`config.mk`:
```
export PLATFORM = sky130hd
export DESIGN_NAME = muldiv_ctrl
export DESIGN_NICKNAME = d
export VERILOG_FILES = /design/src/rtl/muldiv_ctrl.sv
export SDC_FILE = /design/constraint.sdc
export NUM_CORES = 1
export LEC_CHECK = 0
export BUFFER_PORTS_ARGS = -buffer_cell sky130_fd_sc_hd__clkbuf_2
export CAP_MARGIN = 20
export CELL_PAD_IN_SITES_DETAIL_PLACEMENT = 1
export CELL_PAD_IN_SITES_GLOBAL_PLACEMENT = 1
export CORE_MARGIN = 3
export CORE_UTILIZATION = 30
export DETAILED_ROUTE_END_ITERATION = 10
export MAX_ROUTING_LAYER = met4
export PLACE_DENSITY_LB_ADDON = 0.1
export REMOVE_ABC_BUFFERS = 1
export SYNTH_ARGS = -nofsm -noshare
export SYNTH_HDL_FRONTEND = slang
export SYNTH_SLANG_ARGS = --single-unit
export TNS_END_PERCENT = 1
```
`constraint.sdc`:
```
create_clock -name clk -period 2.11 [get_ports clk]
set_input_delay 0 -clock clk [delete_from_list [all_inputs] [get_ports clk]]
set_output_delay 0 -clock clk [all_outputs]
set_load 0.02 [all_outputs]
```
`src/rtl/muldiv_ctrl.sv`:
```
`default_nettype none
// ============================================================================
// Module  : muldiv_ctrl
// Brief   : EX-stage multiply/divide sequencer and HI/LO register owner.
//           Define MULDIV_PERF_CNT_EN to add stall/op performance counters.
// Revision: 1.0
// ============================================================================
module muldiv_ctrl #(
  parameter int MUL_LAT = 2
) (
  input  logic        clk,
  input  logic        rst,
  input  logic        op_valid,
  input  logic [2:0]  op,
  input  logic [31:0] src_a,
  input  logic [31:0] src_b,
  input  logic        ex_hold,
  input  logic        flush,
  output logic        stallreq,
  output logic        mul_start,
  output logic        mul_signed,
  output logic [31:0] mul_ina,
  output logic [31:0] mul_inb,
  input  logic [63:0] mul_result,
  output logic        div_start,
  output logic        div_signed,
  output logic [31:0] div_opa,
  output logic [31:0] div_opb,
  output logic        div_annul,
  input  logic        div_ready,
  input  logic [63:0] div_result,
  output logic [31:0] hi_o,
  output logic [31:0] lo_o,
`ifdef MULDIV_PERF_CNT_EN
  output logic [31:0] perf_stall_cnt,
  output logic [31:0] perf_op_cnt,
`endif
  output logic        busy
);

  localparam logic [2:0] c_OP_MULT  = 3'd1;
  localparam logic [2:0] c_OP_MULTU = 3'd2;
  localparam logic [2:0] c_OP_DIV   = 3'd3;
  localparam logic [2:0] c_OP_DIVU  = 3'd4;
  localparam logic [2:0] c_OP_MTHI  = 3'd5;
  localparam logic [2:0] c_OP_MTLO  = 3'd6;

  typedef enum logic [1:0] {
    S_IDLE     = 2'd0,
    S_MUL_WAIT = 2'd1,
    S_DIV_WAIT = 2'd2,
    S_DONE     = 2'd3
  } state_t;

  state_t      r_state;
  state_t      w_next_state;
  logic [3:0]  r_cnt;
  logic        r_consumed;
  logic [31:0] r_hi;
  logic [31:0] r_lo;
  logic [31:0] r_opa;
  logic [31:0] r_opb;
  logic        r_signed;

  logic        w_accept;
  logic        w_cap_ops;
  logic        w_hi_we;
  logic        w_lo_we;
  logic [31:0] w_hi_d;
  logic [31:0] w_lo_d;

  // consumed blocks re-issue of an instruction still frozen in EX after DONE
  assign w_accept = op_valid && !r_consumed && !rst;

  always_comb begin
    w_next_state = r_state;
    stallreq     = 1'b0;
    mul_start    = 1'b0;
    mul_signed   = 1'b0;
    mul_ina      = 32'd0;
    mul_inb      = 32'd0;
    div_start    = 1'b0;
    div_signed   = 1'b0;
    div_opa      = 32'd0;
    div_opb      = 32'd0;
    div_annul    = 1'b0;
    w_cap_ops    = 1'b0;
    w_hi_we      = 1'b0;
    w_lo_we      = 1'b0;
    w_hi_d       = r_hi;
    w_lo_d       = r_lo;
    if (flush) begin
      w_next_state = S_IDLE;
      div_annul    = (r_state == S_DIV_WAIT);
    end else begin
      case (r_state)
        S_IDLE: begin
          if (w_accept) begin
            case (op)
              c_OP_MULT, c_OP_MULTU: begin
                stallreq     = 1'b1;
                mul_start    = 1'b1;
                mul_signed   = (op == c_OP_MULT);
                mul_ina      = src_a;
                mul_inb      = src_b;
                w_cap_ops    = 1'b1;
                w_next_state = S_MUL_WAIT;
              end
              c_OP_DIV, c_OP_DIVU: begin
                stallreq = 1'b1;
                if (src_b != 32'd0) begin
                  div_start    = 1'b1;
                  div_signed   = (op == c_OP_DIV);
                  div_opa      = src_a;
                  div_opb      = src_b;
                  w_cap_ops    = 1'b1;
                  w_next_state = S_DIV_WAIT;
                end else begin
                  // divide by zero resolves locally without touching the divider
                  w_hi_we      = 1'b1;
                  w_lo_we      = 1'b1;
                  w_hi_d       = src_a;
                  w_lo_d       = 32'hFFFF_FFFF;
                  w_next_state = S_DONE;
                end
              end
              c_OP_MTHI: begin
                w_hi_we = 1'b1;
                w_hi_d  = src_a;
              end
              c_OP_MTLO: begin
                w_lo_we = 1'b1;
                w_lo_d  = src_a;
              end
              default: ;
            endcase
          end
        end
        S_MUL_WAIT: begin
          stallreq   = 1'b1;
          mul_signed = r_signed;
          mul_ina    = r_opa;
          mul_inb    = r_opb;
          if (r_cnt == 4'd1) begin
            w_hi_we      = 1'b1;
            w_lo_we      = 1'b1;
            w_hi_d       = mul_result[63:32];
            w_lo_d       = mul_result[31:0];
            w_next_state = S_DONE;
          end
        end
        S_DIV_WAIT: begin
          stallreq   = 1'b1;
          div_signed = r_signed;
          div_opa    = r_opa;
          div_opb    = r_opb;
          if (div_ready) begin
            w_hi_we      = 1'b1;
            w_lo_we      = 1'b1;
            w_hi_d       = div_result[63:32];
            w_lo_d       = div_result[31:0];
            w_next_state = S_DONE;
          end else begin
            div_start = 1'b1;
          end
        end
        S_DONE:  w_next_state = S_IDLE;
        default: w_next_state = S_IDLE;
      endcase
    end
  end

  always_ff @(posedge clk) begin
    if (rst) begin
      r_state    <= S_IDLE;
      r_cnt      <= 4'd0;
      r_consumed <= 1'b0;
      r_hi       <= 32'd0;
      r_lo       <= 32'd0;
      r_opa      <= 32'd0;
      r_opb      <= 32'd0;
      r_signed   <= 1'b0;
    end else begin
      r_state <= w_next_state;
      if (w_cap_ops) begin
        r_opa    <= src_a;
        r_opb    <= src_b;
        r_signed <= (op == c_OP_MULT) || (op == c_OP_DIV);
      end
      if (flush) begin
        r_cnt <= 4'd0;
      end else if (w_cap_ops && (w_next_state == S_MUL_WAIT)) begin
        r_cnt <= 4'(MUL_LAT);
      end else if ((r_state == S_MUL_WAIT) && (r_cnt != 4'd0)) begin
        r_cnt <= r_cnt - 4'd1;
      end
      if (w_hi_we) r_hi <= w_hi_d;
      if (w_lo_we) r_lo <= w_lo_d;
      if (flush) begin
        r_consumed <= 1'b0;
      end else if (((r_state == S_IDLE) || (r_state == S_DONE)) && !ex_hold) begin
        r_consumed <= 1'b0;
      end else if (r_state == S_DONE) begin
        r_consumed <= 1'b1;
      end
    end
  end

`ifdef MULDIV_PERF_CNT_EN
  logic [31:0] r_perf_stall_cnt;
  logic [31:0] r_perf_op_cnt;

  always_ff @(posedge clk) begin
    if (rst) begin
      r_perf_stall_cnt <= 32'd0;
      r_perf_op_cnt    <= 32'd0;
    end else begin
      if (stallreq) r_perf_stall_cnt <= r_perf_stall_cnt + 32'd1;
      if ((w_next_state == S_DONE) && (r_state != S_DONE)) r_perf_op_cnt <= r_perf_op_cnt + 32'd1;
    end
  end

  assign perf_stall_cnt = r_perf_stall_cnt;
  assign perf_op_cnt    = r_perf_op_cnt;
`endif

  assign hi_o = r_hi;
  assign lo_o = r_lo;
  assign busy = (r_state != S_IDLE);

endmodule
`default_nettype wire

```
Word level (Yosys, flattened, before mapping)
Cells that the tools add are included. Widths: inputs -> output; s select.

Add/subtract/negate cells: 1. Eq/ne operators: 17. Muxes and demuxes: 78. Bitwise operators: 1. Reduce and logical (&&, ||, !) cells: 25.

Operators by type and width (number): $mux 32 (22); $pmux 32 s2 (6); $pmux 32 s3 (2); $reduce_bool 32->1 (1); $mux 1 (31); $reduce_and 8->1 (2); $pmux 1 s2 (7); $mux 2 (6); $eq 3x3->1 const B (3); $pmux 2 s4 (1); $reduce_or 2->1 (4); $eq 3x2->1 const B (2); $ne 2x2->1 const B (3); $ne 3x1->1 const B (2); $pmux 1 s3 (2); $reduce_or 3->1 (2); $logic_and 1x1->1 (5); $eq 2x1->1 const B (2); $eq 2x2->1 const B (2); $eq 4x1->1 const B (1); $pmux 2 s2 (1); $reduce_bool 2->1 (2); $reduce_bool 4->1 (1); $reduce_or 4->1 (1); 8 further kinds (11).

Flip-flop bits (word level): 136. Bits of input ports: 201. Output and inout port bits: 199. Logic and storage cells: 131.

Depth between registers and ports, before layout
Gate-level depths: netlist of the first run.

Depth in word-level cells: 9. Mapped depth: 11. Depth with buffers taken out: 8.

Worst setup path after synthesis of the first run
OpenSTA, ideal clock, no wires.

Path kind: flip-flop to flip-flop. Start point: reg r_state[0]. End point: reg r_lo[10], in the netlist lo_o[10]. Arrival time: 2.144 ns. Data required time: 1.982 ns. Path slack: -0.162 ns. Cell stages (with the launch flop): 11. Path buffers: 3. Clock period less this slack: 2.272 ns. Cell sequence: dfxtp_1 -> inv_1 -> ha_1 -> clkbuf_1 -> a211o_1 -> a221oi_1 -> o211a_1 -> buf_2 -> buf_6 -> mux2i_1 -> nor2_1.

Longest elaborated chain between the ends: 4. Elaborated cells between the ends (all ways): 13. Those cells by class: eq/ne: 7; mux: 3; reduce/logical: 3.

RTL lines: start, declared (RTL line 55) `state_t r_state;`; start signal, assigned (RTL line 184) `r_state <= w_next_state;`; $eq 2x2->1 (tied with other cells) (RTL line 96) `case (r_state)`; $pmux 1 s3 (RTL line 96); $mux 1 (RTL line 92) `if (flush) begin`; $reduce_and 8->1 (no line); end signal, assigned (RTL line 198) `if (w_lo_we) r_lo <= w_lo_d;`; end, declared (RTL line 60) `logic [31:0] r_lo;`.

Several ways; a longest one is shown, not always the timed one. A chain may end at the register's enable or synchronous reset.

Worst setup path after layout of the first run
Start point: reg r_state[1]. End point: out div_opb[5].

Longest elaborated chain between the ends: 3. Elaborated cells between the ends (all ways): 4. Those cells by class: eq/ne: 1; mux: 2; reduce/logical: 1.

RTL lines: $eq 2x2->1 / $logic_not 2->1 (equally long branches) (RTL line 96); $pmux 32 s2 (*) (RTL line 96); $mux 32 (*) (RTL line 92); end, declared (RTL line 28) `output logic [31:0] div_opb,`.

Mark *: on every way between the ends. The rest lies on a longest branch, timed or not.

==> results of run 1 <==
[sequential cells by signal, indices dropped and copies added, names as in the netlist]
name        count
hi_o           32
lo_o           32
r_cnt           4
r_consumed      1
r_opa          32
r_opb          32
r_signed        1
r_state         2
[report_power, final]
group	total, W	leakage, nW	switching, W	internal, W
registers	0.00264	1.10	0.0000318	0.00260
logic	0.00157	3.96	0.000921	0.000650
clock network	0.00306	0.279	0.00128	0.00178
total	0.00727	5.34	0.00224	0.00503
[routing by layer]
layer / track usage [%] / wire length (µm) / vias to the layer above
li1: - / - / 4889
met1: 31.43 / 17400 / 5115
met2: 43.67 / 20220 / 390
met3: 5.090 / 2488 / 79
met4: 7.674 / 1199 / 0
met5: - / 0 / -
[placed cells by master (no fill, tap or decap), types with 19 or more instances in the layout]
master,instances
sky130_fd_sc_hd__clkbuf_2,267
sky130_fd_sc_hd__nor2_1,223
sky130_fd_sc_hd__a22oi_1,181
sky130_fd_sc_hd__buf_4,141
sky130_fd_sc_hd__dfxtp_1,134
sky130_fd_sc_hd__mux2i_1,95
sky130_fd_sc_hd__dlygate4sd3_1,65
sky130_fd_sc_hd__o21ai_0,55
sky130_fd_sc_hd__nand2_1,39
sky130_fd_sc_hd__a21oi_1,37
sky130_fd_sc_hd__nor3_1,36
sky130_fd_sc_hd__nor2b_1,32
sky130_fd_sc_hd__buf_12,32
sky130_fd_sc_hd__o41ai_1,27
sky130_fd_sc_hd__clkbuf_16,22
sky130_fd_sc_hd__clkbuf_4,19
[worst max path at each step]
stage	slack, ps	to	start
after floorplan	-5130	r_opa[0]	r_state[1]
after global placement	-110	lo_o[2]	src_b[28]
after detailed placement	-180	hi_o[17]	src_b[28]
after CTS	-200	mul_ina[18]	r_state[1]
after global routing	-280	div_opb[5]	r_state[1]
final	-200	div_opb[5]	r_state[1]
[critical path: cells and delay by family, from the launching register on]
kind / cells / cell delay, ps
AOI/OAI and AO/OA: 3 / 530
adders and majority gates: 1 / 140
buffers and inverters: 4 / 570
DFF: 1 / 330
and+or+nand+nor: 2 / 290
[logic make-up (layout without fill, tap and decap cells)]
kind of cell    count (synthesis)  after routing  synth area share, %
compound gates                348            348                28.65
fa+ha+maj                       8              8                1.183
simple gates                  372            372                19.17
flops                         136            136                32.17
buf+inv                       129            582                7.052
mux                            96             96                11.35
xor+xnor                        4              4               0.4140
[final cells by class]
class,instances,area (µm²)
repair buffers,543,4134
well taps,372,465.4
multi-input cells,828,5429
fillers,3353,13960
flip-flops and latches,136,2725
clock inverters,14,148.9
inverters,7,26.28
clock buffers,18,439.2
[timing repair]
item / CTS / global route
hold buffers: 65 / 0
setup buffers: 11 / 6
endpoints found under the setup margin: 219 / 261
hold endpoints to repair: 83 / 0
pin swaps: 5 / 13
gates resized for setup: 167 / 165
gates cloned: 2 / 6
[metrics by stage]
| step | worst slack [ps] | power (W) | cells | TNS, ps | hold slack [ps] |
|---|---|---|---|---|---|
| 6_report | -195.5 | 0.007267 | 1918 | -17240 | 26.76 |
| 5_1_grt | -277.1 | 0.007578 | 1918 | -41910 | 27.17 |
| 4_1_cts | -198.6 | 0.007225 | 1908 | -18820 | 1.999 |
| 3_5_place_dp | -175.5 | 0.003980 | 1798 | -8882 | 299.0 |
| 3_3_place_gp | -108.0 | 0.003963 | 1798 | -4668 | 285.5 |
| 2_1_floorplan | -5127 | 0.003261 | 971 | -923740 | 69.07 |
==> results.md, run 1 <==
Run status:
- The flow ran to the end, but the final reports show violations.
- The checks that failed: negative setup slack.

Synth:
- The area of the mapped netlist is between 8000 and 9000 µm².
- By instance count, the leading cell after synthesis is sky130_fd_sc_hd__nor2_1.
- By count the netlist is led by 234 x sky130_fd_sc_hd__nor2_1, 193 x sky130_fd_sc_hd__a22oi_1, 136 x sky130_fd_sc_hd__dfxtp_1.
- sky130_fd_sc_hd__dfxtp_1 takes more of the synthesized area than any other cell.
- The most used flip-flop cell after synthesis is sky130_fd_sc_hd__dfxtp_1.
- The portion of the post-synthesis area used by sequential elements is 32.17%.
- Yosys printed 0 warnings.
- The number of synthesized flops with an enable pin is 0.
- In the post-synthesis netlist, the biggest area contributors are sky130_fd_sc_hd__dfxtp_1 32%, sky130_fd_sc_hd__a22oi_1 17%, sky130_fd_sc_hd__mux2i_1 11%, sky130_fd_sc_hd__nor2_1 10%, sky130_fd_sc_hd__o21ai_0 3.7%.
- The gate count after technology mapping is 1093.
- The top cell type by area accounts for between 30% and 40% of the synthesized area.
- The synthesized netlist contains 50 unique library cells.
- The average instance area after synthesis is 7.743 µm².
- The register bit count reported by yosys is 136.
- The proportion of synthesized flip-flops having asynchronous set or reset is 0%.

Global route:
- Global routing used ~26% of the available tracks across all layers.
- The first global-routing pass estimated 61.27 mm of wire.
- Global routing finished with a remaining overflow of 0.
- Entering global routing, the biggest net connects ~130 pins.
- The initial antenna violation count was 0.
- The via count of the first global-routing pass was around 11000.

Route:
- The number of remaining DRC errors is 0.
- The via total after detailed routing is approximately 10000.
- The routed wire length per instance is 21.54 µm.
- The violation count after the first detailed-route iteration is roughly 640.
- The pre-antenna-repair detailed-routing pass consisted of 7 iterations.
- Wires add up to 41.31 mm.
- The antenna violation net count after detailed routing is 0.
- Using the TritonRoute via totals, the vias-per-cell ratio works out to 5.460.

Pwr:
- Summed over all cells, the static leakage comes to 5.340 nW.
- The worst-case IR drop observed on VDD is 0.3958 mV.
- The areal power density over the cells is between 500 and 600 nW/µm².

Timing:
- Headroom to the max-slew limit came out at 62.20%.
- The worst clock skew on the final layout is around 8.9 ps.
- The number of hold violations in the final report is 0.
- The number of max-slew violations in the final report was 0.
- Setup violations remaining at the end of the flow were counted as 246.
- Setup repair after global routing could not meet its margin everywhere.
- The minimum period implied by the final worst setup slack is 2305 ps.
- The slew of the pin with the lowest slew margin is 567.0 ps.
- Across all setup checks in the final design, the least slack found is -195.5 ps.
- The share of the clock period used by the worst path is 109.3%.
- Timing would allow up to ~430 MHz.

Die:
- The floorplan step defined a core boundary enclosing 27330 µm².
- The placement row count is 60.
- The top-level I/O count is 400.
- The die height is ~170 µm.
- Once the floorplan was initialized, standard cells occupied 30.97% of the core.
- The overall die width is 174.0 µm.
- The die covers 30260 µm².

Cells and area:
- The repair_antennas step left the layout with diodes totalling 0.
- From synthesis to final layout, the design area changed by 57.95%.
- The share of layout cells above drive strength 1 is 36.22%.
- At the end of the flow, the number of nets in the layout was 1742.
- Measured on the finished design, the core utilization comes to 48.92%.
- The area of all placed cells without fillers is about 13000 µm².

Clock network:
- The H-tree was split into 4 levels.
- Clock-pin slew was measured on the worst setup and hold paths at 60 ps.
- The clock latency on the worst-skew pair is about 430 ps.
- The tree is rooted in a sky130_fd_sc_hd__clkbuf_16.
- Counting every sink on the clock net gives 136.
- In this run, CTS created clock tree buffers numbering 17.
- The clock tree from TritonCTS is yes.
- The buffer depth of the longest clock path is 2.

Worst hold path:
- In this run the most critical hold path is launched from op[0].
- The path class of the tightest hold or removal check is input pin to flop.
- The worst hold path stage count is 4.
- The path with the worst hold slack has its endpoint at r_signed.

Setup path:
- The kind of start point of the critical path is a flop.
- The endpoint identified for the worst register-to-register timing path is r_opa[26].
- The critical path is of the flop to output port type.
- The worst setup path is captured at an output port.
- Among all stages on the critical path, the largest delay is contributed by sky130_fd_sc_hd__dfxtp_2.
- Along the worst path, the maximum fanout reaches 18.
- The critical path goes through inv_2, ha_4, nand4bb_4, a21o_1, a21oi_4, buf_4, clkbuf_16, a22oi_1, nor2_1, buf_4.
- The largest single stage delay on the critical path is about 330 ps.
- For the worst setup path, the data required time is 2110 ps.
- For the worst setup path, the data arrival time is 2310 ps.
- The path depth of the worst reg2reg path is 11.
- For flop-to-flop paths, the worst setup slack is -140 ps.
- The most numerous cell type found on the critical path is sky130_fd_sc_hd__buf_4.
- The worst register-to-register path begins at r_state[1].

Placement:
- The detailed placement HPWL is 27.10 mm.
- The number of I/O port buffers is 399.
- The global placement routability congestion is 0.8022.
- Summing all placed instances gives a cell area of 11130 µm².

Job:
- The tool flagged a number of max-cap violations equal to 0.
Power figures use the tool's default switching activity.
==> inputs of run 2 (changes only) <==
Settings changed: SETUP_SLACK_MARGIN from default to 0.4.
==> results.md, run 2 (same netlist as run 1, synthesis figures left out) <==
Run status:
- The flow ran to the end, but the final reports show violations.
- The checks that failed: negative setup slack.

Cells and area:
- The share of layout cells above drive strength 1 is 36.02% (-0.20 points).
- The number of antenna repair diodes is 0 (unchanged).
- The final layout net count was 1745 (+0.17%).
- The count of non-filler cells in the finished layout was 1921 (+0.16%).
- From synthesis to final layout, the design area changed by 58.58%.
- In the layout the commonest cells are 266 x sky130_fd_sc_hd__clkbuf_2, 226 x sky130_fd_sc_hd__nor2_1, 183 x sky130_fd_sc_hd__a22oi_1.
- The final core area utilization came to 49.11% (+0.19 points).
- The most common library cell in the layout ignoring fill and taps is sky130_fd_sc_hd__clkbuf_2.

Clock network:
- The number of buffers created by CTS was 17 (unchanged).
- The level count of the clock H-tree is 4 (unchanged).
- The clock latency on the worst-skew pair is 430 ps (about the same).
- The count of clock tree sinks is 136 (unchanged).
- The buffer depth of the longest clock path is 2 (unchanged).
- The clock root buffer is sky130_fd_sc_hd__clkbuf_16.
- The clock tree from TritonCTS is yes.
- The CTS clock-pin slew for the worst setup and hold paths is 70 ps (about the same).

Timing:
- The final setup violation count is 256 (+4.1%).
- Setup repair after global routing could not meet its margin everywhere.
- The final worst setup slack is -245.9 ps (-50.47 ps).
- The worst clock skew on the final layout came to 10.04 ps (+1.127 ps).
- The upper clock frequency limit is 424.5 MHz (-2.1%).
- The summed negative setup slack over all endpoints is -23240 ps (-5997 ps).
- The number of max-slew violations in the final report is 0 (unchanged).
- The number of hold violations in the final report is 0 (unchanged).
- The slew of the pin with the lowest slew margin came to 585.4 ps (+18.40 ps).
- The worst relative slew slack is 60.97% (-1.2 points).
- The share of the clock period used by the worst path is 111.7% (+2.4 points).
- The minimum period implied by the final worst setup slack was 2356 ps (+50.47 ps).

Placement:
- The cell total after placement is 1798 (unchanged).
- The number of I/O port buffers is 399 (unchanged).
- The global placement routability congestion was 0.8022 (unchanged).
- The detailed placement HPWL is 27.10 mm (unchanged).
- The post-place setup slack is -175.5 ps (unchanged).

Worst hold path:
- The worst hold path stage count was 5 (+1).
- The worst hold path belongs to the class input pin to flop.
- The hold path endpoint is lo_o[21].
- In this run the most critical hold path is launched from div_result[21].

Route:
- The aggregate routed wire length was 41.60 mm (+0.70%).
- The violation count after the first detailed-route iteration was 572 (-11%).
- The via total after detailed routing is 10538 (+0.62%).
- The routed wire length per instance is 21.66 µm (+0.55%).
- The detailed-route vias per instance is 5.486 (+0.46%).
- The number of remaining DRC errors was 0 (unchanged).
- The count of TritonRoute iterations in the first routing pass is 5 (-2).
- The antenna violation net count after detailed routing was 0 (unchanged).

Setup path:
- The data required time at the worst endpoint is 2110 ps (about the same).
- The path depth of the worst reg2reg path is 11 (unchanged).
- The critical path in this run is classified as flop to output port.
- The critical path endpoint category is an output port.
- The arrival time of the worst setup path is 2360 ps (+50 ps).
- In this run the critical register-to-register path is launched from r_state[0].
- The maximum net fanout on the critical path is 18 (unchanged).
- The endpoint identified for the worst register-to-register timing path is r_opa[26].
- The kind of start point of the critical path is a flop.
- The slack of the worst reg-to-reg path is -160 ps (-20 ps).

Global route:
- The global-route usage over all layers is 25.90% (about the same).
- The initial antenna violation count was 0 (unchanged).
- The first-pass GRT wire length was 61.25 mm (about the same).
- The total congestion overflow was 0 (unchanged).
- The pin count of the biggest net entering global routing is 131 (unchanged).
- The via count of the first global-routing pass is 10703 (-0.028%).

Pwr:
- The areal power density over the cells is 541.9 nW/µm² (-0.32%).
- The worst IR drop on VDD came to 0.3980 mV (+0.56%).
- The leakage component of the power came to 5.346 nW (about the same).

Job:
- The number of max-cap violations is 0 (unchanged).

Die:
- The die height is 174.0 µm (unchanged).
- The area of the placeable core is 27330 µm² (unchanged).
- The top-level I/O count is 400 (unchanged).
- The overall die width came to 174.0 µm (unchanged).
- The initial standard-cell utilization of the core is 30.97% (unchanged).
- The die footprint is 30260 µm² (unchanged).
- The placement row count came to 60 (unchanged).
run 2: through the flow:
stage	instance area [µm²]	hold slack (ps)	power, W
finish	13420	33.22	0.007272
global placement	11130	285.5	0.003963
global route	13420	29.15	0.007587
floorplan	7893	69.07	0.003261
detailed placement	11130	299.0	0.003980
CTS	13070	1.998	0.007228
run 2: report_power, final:
part           switching (W)  leakage, nW  total [W]  internal (W)
combinational       0.000924         3.97    0.00158      0.000657
clock                0.00128        0.279    0.00305       0.00178
sequential         0.0000322         1.10    0.00264       0.00260
run 2: layout make-up:
cell class	instances	area [µm²]
clock inverter	14	148.9
multi-input combinational	828	5404
clock buffer	18	439.2
tap	372	465.4
fill	3369	13910
sequential	136	2725
timing repair buffer	546	4212
inverter	7	26.28
run 2: how the worst max path moves through the flow:
stage	startpoint	endpoint	slack, ps
after floorplan	r_state[1]	r_opa[0]	-5130
after global placement	src_b[28]	lo_o[2]	-110
after detailed placement	src_b[28]	hi_o[17]	-180
after CTS	r_state[1]	mul_ina[18]	-200
after global routing	r_state[0]	div_opb[27]	-300
final	r_state[0]	div_opb[27]	-250
run 2: layer usage:
metal  up-vias  global-route usage [%]  share of wire (%)
met1      5191                   31.38                 42
met4         0                   7.674                2.5
met5         -                       -                  0
met2       386                   43.68                 49
met3        69                   5.090                5.7
li1       4892                       -                  -
run 2: what timing repair did:
item | CTS | global route
hold buffers | 65 | 0
cloned | 2 | 7
setup endpoints to repair | 269 | 269
pin swaps | 7 | 16
endpoints found under the hold margin | 83 | 0
buffers inserted | 11 | 6
resized for setup | 172 | 128
run 2: worst max-delay path: stages, from the launching register on:
cell,delay [ps]
sky130_fd_sc_hd__dfxtp_2,330
sky130_fd_sc_hd__inv_2,80
sky130_fd_sc_hd__ha_4,150
sky130_fd_sc_hd__nand4bb_4,130
sky130_fd_sc_hd__a21o_1,220
sky130_fd_sc_hd__a21oi_4,210
sky130_fd_sc_hd__buf_4,160
sky130_fd_sc_hd__clkbuf_16,180
sky130_fd_sc_hd__a22oi_1,100
sky130_fd_sc_hd__nor2_1,170
sky130_fd_sc_hd__buf_4,170
